==> config.mk <==
export PLATFORM = sky130hd
export DESIGN_NAME = level_decode_ramp
export DESIGN_NICKNAME = d
export VERILOG_FILES = /design/src/rtl/level_decode_ramp.sv
export SDC_FILE = /design/constraint.sdc
export NUM_CORES = 1
export LEC_CHECK = 0
export BUFFER_PORTS_ARGS = -buffer_cell sky130_fd_sc_hd__buf_2
export CAP_MARGIN = 15
export CORE_ASPECT_RATIO = 1.2
export CORE_UTILIZATION = 50
export CTS_CLUSTER_SIZE = 20
export DETAILED_ROUTE_END_ITERATION = 10
export PLACE_DENSITY_LB_ADDON = 0.12
export SLEW_MARGIN = 20
export SYNTH_ARGS = -nofsm -noshare
export SYNTH_HDL_FRONTEND = slang
export SYNTH_SLANG_ARGS = --single-unit
==> constraint.sdc <==
create_clock -name clk -period 6.3 [get_ports clk]
set_clock_uncertainty 0.2 [all_clocks]
set_input_delay 0.63 -clock clk [delete_from_list [all_inputs] [get_ports clk]]
set_output_delay 0.63 -clock clk [all_outputs]
set_load 0.03 [all_outputs]
==> src/rtl/level_decode_ramp.sv <==
// Decodes an inverted level code (code = MAX - level) and slews the registered
// output level toward the decoded target by STEP counts every TICK_DIV clocks.
module level_decode_ramp #(
    parameter int WIDTH    = 8,
    parameter int STEP     = 1,
    parameter int TICK_DIV = 1000
) (
    input  logic             clk,
    input  logic             rst_n,
    input  logic             in_valid,
    output logic             in_ready,
    input  logic [WIDTH-1:0] in_code,
    output logic [WIDTH-1:0] level,
    output logic             busy,
    output logic             done,
    output logic [1:0]       dbg_state
);

    localparam int CW = (TICK_DIV > 1) ? $clog2(TICK_DIV) : 1;
    localparam logic [WIDTH-1:0] MAX       = '1;
    localparam logic [CW-1:0]    TICK_LAST = CW'(TICK_DIV - 1);
    localparam logic [WIDTH:0]   STEP_W    = (WIDTH + 1)'(STEP);

    typedef enum logic [1:0] {
        IDLE    = 2'd0,
        RAMP_UP = 2'd1,
        RAMP_DN = 2'd2
    } state_t;

    state_t           state_q;
    logic [WIDTH-1:0] level_q;
    logic [WIDTH-1:0] target_q;
    logic [CW-1:0]    tick_cnt_q;
    logic             busy_q;
    logic             done_q;

    logic [WIDTH-1:0] decoded;
    logic             tick;
    logic [WIDTH:0]   diff_up, diff_dn;
    logic [WIDTH:0]   amt_up, amt_dn;
    logic [WIDTH:0]   lvl_up_d, lvl_dn_d;

    // Handshake: a code transfers on a rising edge where in_valid && in_ready.
    // in_ready is high only in IDLE, so a code offered mid-ramp is held off.
    assign in_ready  = (state_q == IDLE);
    assign level     = level_q;
    assign busy      = busy_q;
    assign done      = done_q;
    assign dbg_state = state_q;

    assign decoded = MAX - in_code;
    assign tick    = (tick_cnt_q == TICK_LAST);

    // One extra bit keeps the step arithmetic free of wrap; the min() clamp
    // guarantees the result never passes the target.
    always_comb begin
        diff_up  = {1'b0, target_q} - {1'b0, level_q};
        diff_dn  = {1'b0, level_q} - {1'b0, target_q};
        amt_up   = (diff_up < STEP_W) ? diff_up : STEP_W;
        amt_dn   = (diff_dn < STEP_W) ? diff_dn : STEP_W;
        lvl_up_d = {1'b0, level_q} + amt_up;
        lvl_dn_d = {1'b0, level_q} - amt_dn;
    end

    always_ff @(posedge clk or negedge rst_n) begin
        if (!rst_n) begin
            state_q    <= IDLE;
            level_q    <= '0;
            target_q   <= '0;
            tick_cnt_q <= '0;
            busy_q     <= 1'b0;
            done_q     <= 1'b0;
        end else begin
            done_q <= 1'b0;
            case (state_q)
                IDLE: begin
                    if (in_valid) begin
                        target_q   <= decoded;
                        tick_cnt_q <= '0;
                        if (decoded == level_q) begin
                            done_q <= 1'b1;
                        end else if (decoded > level_q) begin
                            state_q <= RAMP_UP;
                            busy_q  <= 1'b1;
                        end else begin
                            state_q <= RAMP_DN;
                            busy_q  <= 1'b1;
                        end
                    end
                end
                RAMP_UP: begin
                    if (tick) begin
                        tick_cnt_q <= '0;
                        level_q    <= lvl_up_d[WIDTH-1:0];
                        if (lvl_up_d == {1'b0, target_q}) begin
                            state_q <= IDLE;
                            busy_q  <= 1'b0;
                            done_q  <= 1'b1;
                        end
                    end else begin
                        tick_cnt_q <= tick_cnt_q + 1'b1;
                    end
                end
                RAMP_DN: begin
                    if (tick) begin
                        tick_cnt_q <= '0;
                        level_q    <= lvl_dn_d[WIDTH-1:0];
                        if (lvl_dn_d == {1'b0, target_q}) begin
                            state_q <= IDLE;
                            busy_q  <= 1'b0;
                            done_q  <= 1'b1;
                        end
                    end else begin
                        tick_cnt_q <= tick_cnt_q + 1'b1;
                    end
                end
                default: begin
                    state_q <= IDLE;
                    busy_q  <= 1'b0;
                end
            endcase
        end
    end

endmodule
# Yosys cells after proc, flatten, opt, wreduce, memory -nomap -nowiden
# Cells that the tools add are included.
word_totals:
  reg_bits: 30
  word_cells: 65
  ramBits: 0
  latch_bits: 0
  in_bits: 11
  mem_count: 0
  romBits: 0
classes:
  mux: 30
  n_eq_ne: 12
  n_reduce_logical: 8
  shifts: 0
  n_mul: 0
  bitwise_logic: 0
  div: 0
  addsub: 6
  order_cmp: 3
op_table:
  columns: ["op", "count"]
  rows:
  - ["2-to-1 mux 10 bit", 2]
  - ["one-hot mux 10 bit (2 select lines)", 1]
  - ["== test 9 x 8 -> 1 bit", 2]
  - ["less-than comparator 9 x 1 -> 1 bit, second input constant", 2]
  - ["2-to-1 mux 9 bit", 2]
  - ["subtractor 8 x 8 -> 9 bit", 2]
  - ["2-to-1 mux 8 bit", 2]
  - ["one-hot mux 8 bit (2 select lines)", 1]
  - ["2-to-1 mux 2 bit", 7]
  - ["2-to-1 mux 1 bit", 12]
  - ["inequality test 2 bit, second input constant", 6]
  - ["adder 10 x 1 -> 10 bit, second input constant", 1]
  - ["== test 10 bit, second input constant", 1]
  - ["adder 8 x 9 -> 9 bit", 1]
  - ["subtractor 8 x 9 -> 9 bit", 1]
  - ["== test 8 bit", 1]
  - ["greater-than comparator 8 bit", 1]
  - ["subtractor 8 bit, first input constant", 1]
  - ["one-hot mux 1 bit (3 select lines)", 2]
  - ["one-hot mux 2 bit (3 select lines)", 1]
  - ["AND reduction 6 bit", 1]
  - ["AND reduction 2 bit", 2]
  - ["nonzero test 2 bit", 2]
  - ["AND reduction 3 bit", 1]
  - ["4 further kinds", 4]

# Depth between registers and ports, before layout
# Gate-level depths: netlist (run 1).
depth:
  word_depth: 8
  depth_mapped: 22
  mapped_depth_nobuf: 21

# Least setup slack after synthesis (run 1)
# No wires, ideal clock.
synth_timing:
  path_type: "reg-to-reg"
  from: "register level_q[1] (netlist: level[1])"
  to: "register busy_q (netlist: busy)"
  required_time_ns: 5.975
  path_slack_ns: 1.454
  setup_time_ns: 0.125
  arrival_ns: 4.521
  path_stages_with_launch: 21
  synth_period_minus_slack_ns: 4.846
  n_path_buf: 0
  path_cell_list: "dfrtp_1 inv_1 ha_1 nand2b_1 a211oi_2 or3_4 a2111oi_4 nand3_2 nor2_1 nor2_1 fa_1 nor2b_1 o21ai_0 a21oi_1 xnor2_1 o2111ai_1 a211oi_2 o21ai_1 nor4_2 o221ai_2 mux2_4"
synth_between:
  elab_chain_cells: 7
  word_cells_on_any_way: 15
synth_lines:
  columns: ["item", "line", "text"]
  rows:
  - ["from (decl)", "31", "logic [WIDTH-1:0] level_q;"]
  - ["from (signal assigned)", "94", "level_q <= lvl_up_d[WIDTH-1:0];"]
  - ["from (signal assigned)", "107", "level_q <= lvl_dn_d[WIDTH-1:0];"]
  - ["subtractor 8 x 8 -> 9 bit, on equally long branches", "58, 57", null]
  - ["less-than comparator 9 x 1 -> 1 bit, on equally long branches", "60, 59", null]
  - ["2-to-1 mux 9 bit, on equally long branches", "60, 59", null]
  - ["subtractor 8 x 9 -> 9 bit / adder 8 x 9 -> 9 bit (equally long branches)", "62, 61", null]
  - ["== test 9 x 8 -> 1 bit, on equally long branches", "108, 95", null]
  - ["inequality test 2 bit (no line)", null, null]
  - ["AND reduction 6 bit (no line) (*)", null, null]
  - ["to (signal assigned)", "71", "busy_q <= 1'b0;"]
  - ["to (signal assigned)", "110", "busy_q <= 1'b0;"]
  - ["to (signal assigned)", "119", "busy_q <= 1'b0;"]
  - ["to (decl)", "34", "logic busy_q;"]
# Mark *: on every way between the ends. The rest lies on a longest branch, timed or not.
# A chain may end at the register's enable or synchronous reset.

# Worst setup path in the final report (run 1)
layout_timing:
  from: "register level_q[0] (netlist: level[0])"
  to: "register busy_q (netlist: busy)"
# Same word-level chain as after synthesis.

==> results of run 1 <==
==> metrics by stage <==
stage / setup WS, ns / hold WS, ns / util / total power, W / area, sq um
floorplan: 1.45 / 0.134 / - / 0.000864 / 3390
global placement: 1.27 / 0.293 / 0.554 / 0.00102 / 3570
detailed placement: 1.13 / 0.307 / 0.554 / 0.00103 / 3570
CTS: 1.10 / 0.207 / 0.568 / 0.00120 / 3660
global route: 0.653 / 0.244 / 0.568 / 0.00129 / 3660
finish: 1.06 / 0.179 / 0.568 / 0.00120 / 3660
==> cells in the final DEF, fill, tap and decap left out, drive strengths merged, types with 2 or more instances in the layout <==
cell | synthesis | routed
nand4 | 8 | 8
ha | 43 | 43
o31a | 4 | 4
o21a | 9 | 9
and3 | 3 | 3
nand2b | 8 | 8
xor2 | 9 | 9
a21oi | 21 | 21
a211oi | 7 | 7
mux2i | 6 | 6
nor2b | 9 | 9
nand3 | 10 | 10
mux2 | 2 | 2
o2111ai | 2 | 2
o221ai | 2 | 2
a31oi | 3 | 3
clkbuf | 8 | 7
xnor2 | 28 | 28
dfrtp | 30 | 30
o21ai | 35 | 35
and2b | 2 | 2
buf | 3 | 23
fa | 4 | 4
inv | 33 | 33
nor4 | 5 | 5
and2 | 2 | 2
conb | 2 | 16
nor3 | 9 | 9
a211o | 2 | 2
or3 | 4 | 4
nor2 | 31 | 31
o31ai | 4 | 4
nand2 | 29 | 29
a2111oi | 2 | 2
a21o | 11 | 11
==> flip-flops by register name, indices dropped and copies added, names as in the netlist <==
| signal | flops |
|---|---|
| busy | 1 |
| done | 1 |
| level | 8 |
| target_q | 8 |
| tick_cnt_q | 10 |
| dbg_state | 2 |
==> kinds of logic after synthesis <==
kind of cell | Yosys count | share of synthesized area
and+or+nand+nor | 121 | 0.183
buffers and inverters | 44 | 0.0502
xor gates and xnor gates | 37 | 0.0971
DFF | 30 | 0.225
adders and majority gates | 47 | 0.185
muxes | 8 | 0.0259
other | 2 | 0.00225
AOI/OAI and AO/OA | 111 | 0.231
==> per-layer routing <==
metal  share of wire  track usage  routed length, microns  vias up
met5               0            0                       0        -
met4           0.043        0.141                     361        0
met3           0.041       0.0432                     345       22
met2            0.48        0.432                    4020       76
met1            0.44        0.301                    3730     1388
li1                -            -                       -     1468
==> cell type report <==
cell class	count	area, sq um
Timing Repair Buffer	23	115
Sequential cell	30	751
Clock inverter	1	5.00
Inverter	33	124
Tap cell	85	106
Multi-Input combinational cell	340	2480
Fill cell	607	2780
Clock buffer	7	86.3
==> power by group <==
part           internal (W)  switching, W
clock network     0.0000881     0.0000795
logic              0.000290      0.000425
registers          0.000234     0.0000821
==> worst max path at each step <==
stage                                     from  slack (ns)               end  depth (start not counted)
after floorplan           level[1]$_DFFE_PN0P_        1.45  busy$_DFFE_PN0P_                         20
after global placement    level[4]$_DFFE_PN0P_        1.27  busy$_DFFE_PN0P_                         19
after detailed placement  level[4]$_DFFE_PN0P_        1.13  busy$_DFFE_PN0P_                         19
after CTS                 level[4]$_DFFE_PN0P_        1.10  busy$_DFFE_PN0P_                         19
after global routing      level[0]$_DFFE_PN0P_        0.65  busy$_DFFE_PN0P_                         21
final                     level[0]$_DFFE_PN0P_        1.06  busy$_DFFE_PN0P_                         21
==> flow_metrics.py, run 1 <==
metrics = {
    "detailed_routing": {
        "route.detailed.drc": 0,
        "wirelength_microns": 8460,
        "viasPerCell": 5.69,
        "routedWlPerCell_microns": 16.3,
        "vias": 2954,
        "first_pass_iters": 4,
        "antenna_left": 0,
        "first_iter_violations": 129,
    },
    "placed_design": {
        "placed_cells": 511,
        "gp_congestion": 0.926,
        "numPortBuffers": 23,
        "place.detailed.hpwl_microns": 6800,
    },
    "floorplan": {
        "chipWidth_microns": 76.6,
        "dieArea_sq_mm": 0.00701,
        "rows": 32,
        "die_y_microns": 91.5,
        "start_util": 0.518,
        "io_pins": 24,
        "core_sq_mm": 0.00645,
    },
    "clocking": {
        "cts_max_level": 2,
        "cts.reportedPaths.clkPinSlew_ns": 0.07,
        "insertion_delay_ns": 0.29,
        "post_cts_buffers": 0,
        "cts_max_path_buffers": 2,
        "cts_tree": "done",
        "post_cts_resized": 0,
        "cts_sinks": 30,
        "hold_buffers": 0,
        "cts_root_buf": "clkbuf_8",
        "cts-buffers-inserted": 5,
    },
    "yosys": {
        "ys_seq_elements": 30,
        "synth_area_sq_mm": 0.00334,
        "yosys.area.top_type": "dfrtp_1",
        "synth_top_cell_area_share": 0.225,
        "ys_types": 57,
        "synth_area_leaders": "dfrtp_1 (22%), ha_1 (16%), xnor2_1 (7.3%), o21ai_0 (4.2%), inv_1 (3.6%)",
        "synth_ff_type": "dfrtp_1",
        "synth_async_sr_flop_share": 1.00,
        "ys_seq_area_frac": 0.225,
        "yosys_warnings": 0,
        "synth_common_cells": "ha_1 (43), inv_1 (32), nor2_1 (31), dfrtp_1 (30)",
        "avgSynthCellArea_sq_um": 8.35,
        "yosysMostFrequentCell": "ha_1",
        "synthCells": 400,
        "synth_edf_count": 0,
    },
    "worst_setup_path": {
        "path_cells": "inv_1 > ha_1 > fa_1 > nor2b_1 > o31a_1 > o31ai_1 > a32oi_1 > nand3_2 > nor2_1 > nor2_1 > fa_1 > nor2b_1 > o31a_1 > o21ai_0 > nand2b_1 > a221oi_1 > a211oi_2 > o21ai_1 > nor4_2 > o221ai_2 > mux2_4",
        "rr_worst_depth": 21,
        "critPathKind": "flop to flop",
        "cp-start-kind": "flop",
        "cp-end-kind": "flop",
        "r2r-start": "level[0]$_DFFE_PN0P_",
        "crit_family": "compound AO/OA/AOI/OAI gates",
        "r2r_setup_slack_ns": 1.06,
        "slowest_stage": "dfrtp_1",
        "cp_data_arrival_time_ns": 5.22,
        "cp_num_buf_inv": 1,
        "path_max_fanout": 10,
        "rr_endpoint": "busy$_DFFE_PN0P_",
        "critPathRequiredTime_ns": 6.28,
        "cpPeakStageDelay_ns": 0.57,
    },
    "power_and_ir_drop": {
        "leakagePower_nw": 1.73,
        "vdd_ir_drop_max_v": 0.000234,
        "p_per_area_mw_per_mm2": 327,
    },
    "global_routing": {
        "grt_pass1_wl_microns": 13700,
        "grt_max_degree": 31,
        "overflow": 0,
        "grt_pass1_vias": 2832,
        "antenna_found_initial": 0,
        "grt_usage": 0.254,
    },
    "sta": {
        "setup_viol": 0,
        "fmax_mhz": 191,
        "final.setup.tns_ns": 0,
        "rsz0062_at_grt": "no",
        "hold_violations": 0,
        "drv_slew": 0,
        "tightest_slew_ns": 0.704,
        "fin_crit_ns": 5.24,
        "fin_crit_sh": 0.832,
        "slew_headroom": 0.530,
    },
    "run": {
        "cap_violations": 0,
    },
    "cells_and_area": {
        "syn2layout_area_growth_pct": 9.75,
        "finalNetCount": 491,
        "layoutNonFillerInstCount": 519,
        "antenna_cells": 0,
        "drive_above_1_share": 0.108,
    },
    "run_status": {
        "status": "completed",
    },
    "min_path": {
        "hold_path.class": "primary input to asynchronous set/reset pin",
    },
}
No activity file was read; power rests on OpenSTA's default activity.
==> run 2: changes to the inputs <==
--- a/config.mk
+++ b/config.mk
@@ -5,6 +5,7 @@
 export SDC_FILE = /design/constraint.sdc
 export NUM_CORES = 1
 export LEC_CHECK = 0
+export ABC_AREA = 1
 export BUFFER_PORTS_ARGS = -buffer_cell sky130_fd_sc_hd__buf_2
 export CAP_MARGIN = 15
 export CORE_ASPECT_RATIO = 1.2
==> constraint.sdc (replaced) <==
create_clock -name clk -period 5.1 [get_ports clk]
set_clock_uncertainty 0.2 [all_clocks]
set_input_delay 0.51 -clock clk [delete_from_list [all_inputs] [get_ports clk]]
set_output_delay 0.51 -clock clk [all_outputs]
set_load 0.03 [all_outputs]
==> run 2 against run 1 <==
  * Die area increased by 5.5%
  * Sequential power up 14%
  * Sequential share of layout area shrank 1.0 points
  * Via count increased by 15%
  * Largest cell class unchanged
  * Synthesized area up 5.7%
  * Register-to-register slack worse by 0.52 ns
==> flow_metrics.py, run 2 <==
metrics = {
    "power_and_ir_drop": {
        "leakagePower_nw": 2.11,
        "vdd_ir_drop_max_v": 0.000219,
        "p_per_area_mw_per_mm2": 356,
    },
    "clocking": {
        "cts_sinks": 30,
        "cts_root_buf": "clkbuf_8",
        "cts_tree": "done",
        "post_cts_buffers": 0,
        "cts_max_level": 2,
        "insertion_delay_ns": 0.29,
        "cts-buffers-inserted": 5,
        "cts.reportedPaths.clkPinSlew_ns": 0.07,
        "cts_max_path_buffers": 2,
    },
    "detailed_routing": {
        "first_pass_iters": 4,
        "wirelength_microns": 9200,
        "viasPerCell": 5.20,
        "antenna_left": 0,
        "routedWlPerCell_microns": 14.1,
        "route.detailed.drc": 0,
        "vias": 3402,
        "first_iter_violations": 174,
    },
    "worst_setup_path": {
        "cpPeakStageDelay_ns": 0.47,
        "cp-start-kind": "flop",
        "slowest_stage": "dfrtp_2",
        "rr_endpoint": "dbg_state[0]$_DFFE_PN0P_",
        "cp-end-kind": "flop",
        "critPathKind": "flop to flop",
        "path_max_fanout": 9,
        "critPathRequiredTime_ns": 5.07,
        "rr_worst_depth": 30,
        "cp_data_arrival_time_ns": 4.53,
        "r2r_setup_slack_ns": 0.54,
        "r2r-start": "level[0]$_DFFE_PN0P_",
        "crit_top_cell": "nand2_1",
    },
    "sta": {
        "tightest_slew_ns": 0.736,
        "fin_crit_sh": 0.894,
        "hold_violations": 0,
        "setup_viol": 0,
        "fin_crit_ns": 4.56,
        "slew_headroom": 0.502,
        "fmax_mhz": 219,
        "worst_slack_ns": 0.539,
        "rsz0062_at_grt": "no",
        "drv_slew": 0,
        "final.setup.tns_ns": 0,
    },
    "floorplan": {
        "rows": 33,
        "io_pins": 24,
        "core_sq_mm": 0.00681,
        "die_y_microns": 94.0,
        "start_util": 0.518,
        "chipWidth_microns": 78.7,
        "dieArea_sq_mm": 0.00740,
    },
    "yosys": {
        "ys_types": 37,
        "avgSynthCellArea_sq_um": 6.69,
        "synth_common_cells": "nand2_1 (131), inv_1 (81), nand3_1 (55), ha_1 (43), nor2_1 (33)",
        "synth_area_sq_mm": 0.00353,
        "yosys_warnings": 0,
        "ys_seq_elements": 30,
        "synth_ff_type": "dfrtp_1",
        "synth_top_cell_area_share": 0.213,
        "synth_async_sr_flop_share": 1.00,
        "synth_area_leaders": "dfrtp_1 (21%), ha_1 (15%), nand2_1 (14%), inv_1 (8.6%), nand3_1 (7.8%)",
        "ys_seq_area_frac": 0.213,
        "synth_edf_count": 0,
        "synthCells": 527,
        "yosys.area.top_type": "dfrtp_1",
        "yosysMostFrequentCell": "nand2_1",
    },
    "cells_and_area": {
        "largest_reg_flops": 10,
        "multi_input_area_sq_mm": 0.00246,
        "final_common_cell": "nand2_1",
        "syn2layout_area_growth_pct": 9.51,
        "seq_area_sq_um": 752,
        "fill_cells": 684,
        "finalNetCount": 624,
        "drive_above_1_share": 0.139,
        "antenna_cells": 0,
        "top_register": "tick_cnt_q",
        "layout_common_cells": "nand2_1 (131), inv_1 (81), nand3_1 (55)",
    },
    "global_routing": {
        "grt_pass1_vias": 3461,
        "overflow": 0,
        "grt_usage": 0.271,
        "antenna_found_initial": 0,
        "grt_pass1_wl_microns": 15500,
        "grt_max_degree": 31,
    },
    "run": {
        "cap_violations": 0,
    },
    "placed_design": {
        "dp_slack_ns": 0.464,
        "place.detailed.hpwl_microns": 7660,
        "numPortBuffers": 23,
        "gp_congestion": 0.924,
    },
    "min_path": {
        "hold_path.class": "primary input to asynchronous set/reset pin",
    },
    "run_status": {
        "status": "completed",
    },
}
==> run 2: cell count changes in the layout (fill, tap and decap cells not counted), sizes merged, moves of 10 or more <==
| cell | change |
|---|---|
| a21o | -11 |
| xnor2 | -28 |
| nand3 | +50 |
| inv | +51 |
| nand2 | +120 |
| nor2 | +10 |
| a21oi | +11 |
==> run 2: cell families (layout without fill, tap and decap cells) <==
kind of cell    Yosys count  in the layout  share of synthesized area
compound gates           69             69                      0.114
other cells               2             16                    0.00213
buf+inv                  91            117                      0.104
xor+xnor                  9              9                     0.0223
flops                    30             30                      0.213
simple gates            279            279                      0.370
fa+ha+maj                47             47                      0.175
==> run 2: final cells by class <==
| type | count | area share |
|---|---|---|
| tap | 87 | 0.0282 |
| timing repair buffer | 24 | 0.0317 |
| sequential | 30 | 0.195 |
| clock buffer | 6 | 0.0214 |
| multi-input combinational | 420 | 0.638 |
| clock inverter | 2 | 0.00324 |
| inverter | 85 | 0.0833 |
==> run 2: repair_timing <==
| item | in CTS | in global routing |
|---|---|---|
| gates resized for setup | 0 | 1 |
| endpoints found under the hold margin | 0 | 0 |
| hold buffers | 0 | 0 |
| setup endpoints to repair | 0 | 3 |
==> run 2: worst max path at each step <==
stage                         start  cells after the start                  endpoint  slack, ns
2_1_floorplan  level[0]$_DFFE_PN0P_                     29  dbg_state[0]$_DFFE_PN0P_       0.73
3_3_place_gp   level[0]$_DFFE_PN0P_                     27  dbg_state[0]$_DFFE_PN0P_       0.66
3_5_place_dp   level[0]$_DFFE_PN0P_                     30  dbg_state[0]$_DFFE_PN0P_       0.46
4_1_cts        level[0]$_DFFE_PN0P_                     30  dbg_state[0]$_DFFE_PN0P_       0.45
5_1_grt        level[0]$_DFFE_PN0P_                     29  dbg_state[0]$_DFFE_PN0P_       0.14
6_report       level[0]$_DFFE_PN0P_                     30  dbg_state[0]$_DFFE_PN0P_       0.54
==> run 2: layer usage <==
metal,vias to the layer above,global-route usage,part of all wire
met1,1543,0.303,0.42
met4,0,0.117,0.031
met3,25,0.0272,0.027
met2,61,0.511,0.52
li1,1773,-,-
met5,-,0,0
==> run 2: critical path: cells and delay by family, from the launching register on <==
kind	cells	cell delay [ns]
compound gates	1	0.06
flops	1	0.47
simple gates	22	2.32
fa+ha+maj	3	1.08
buf+inv	4	0.34
==> run 2: per-stage QoR <==
step / instances / power [W] / cell area (sq um) / util / hold WS [ns]
6_report: 654 / 0.00137 / 3860 / 0.567 / 0.0581
5_1_grt: 654 / 0.00150 / 3860 / 0.567 / 0.110
4_1_cts: 654 / 0.00138 / 3860 / 0.567 / 0.0896
3_5_place_dp: 646 / 0.00116 / 3770 / 0.553 / 0.263
3_3_place_gp: 646 / 0.00115 / 3770 / 0.553 / 0.253
2_1_floorplan: 541 / 0.000984 / 3580 / - / 0.0144
==> run 2: power breakdown <==
part / internal (W) / switching [W] / total (W)
combinational: 0.000270 / 0.000538 / 0.000808
clock: 0.000108 / 0.0000971 / 0.000205
sequential: 0.000285 / 0.0000749 / 0.000360
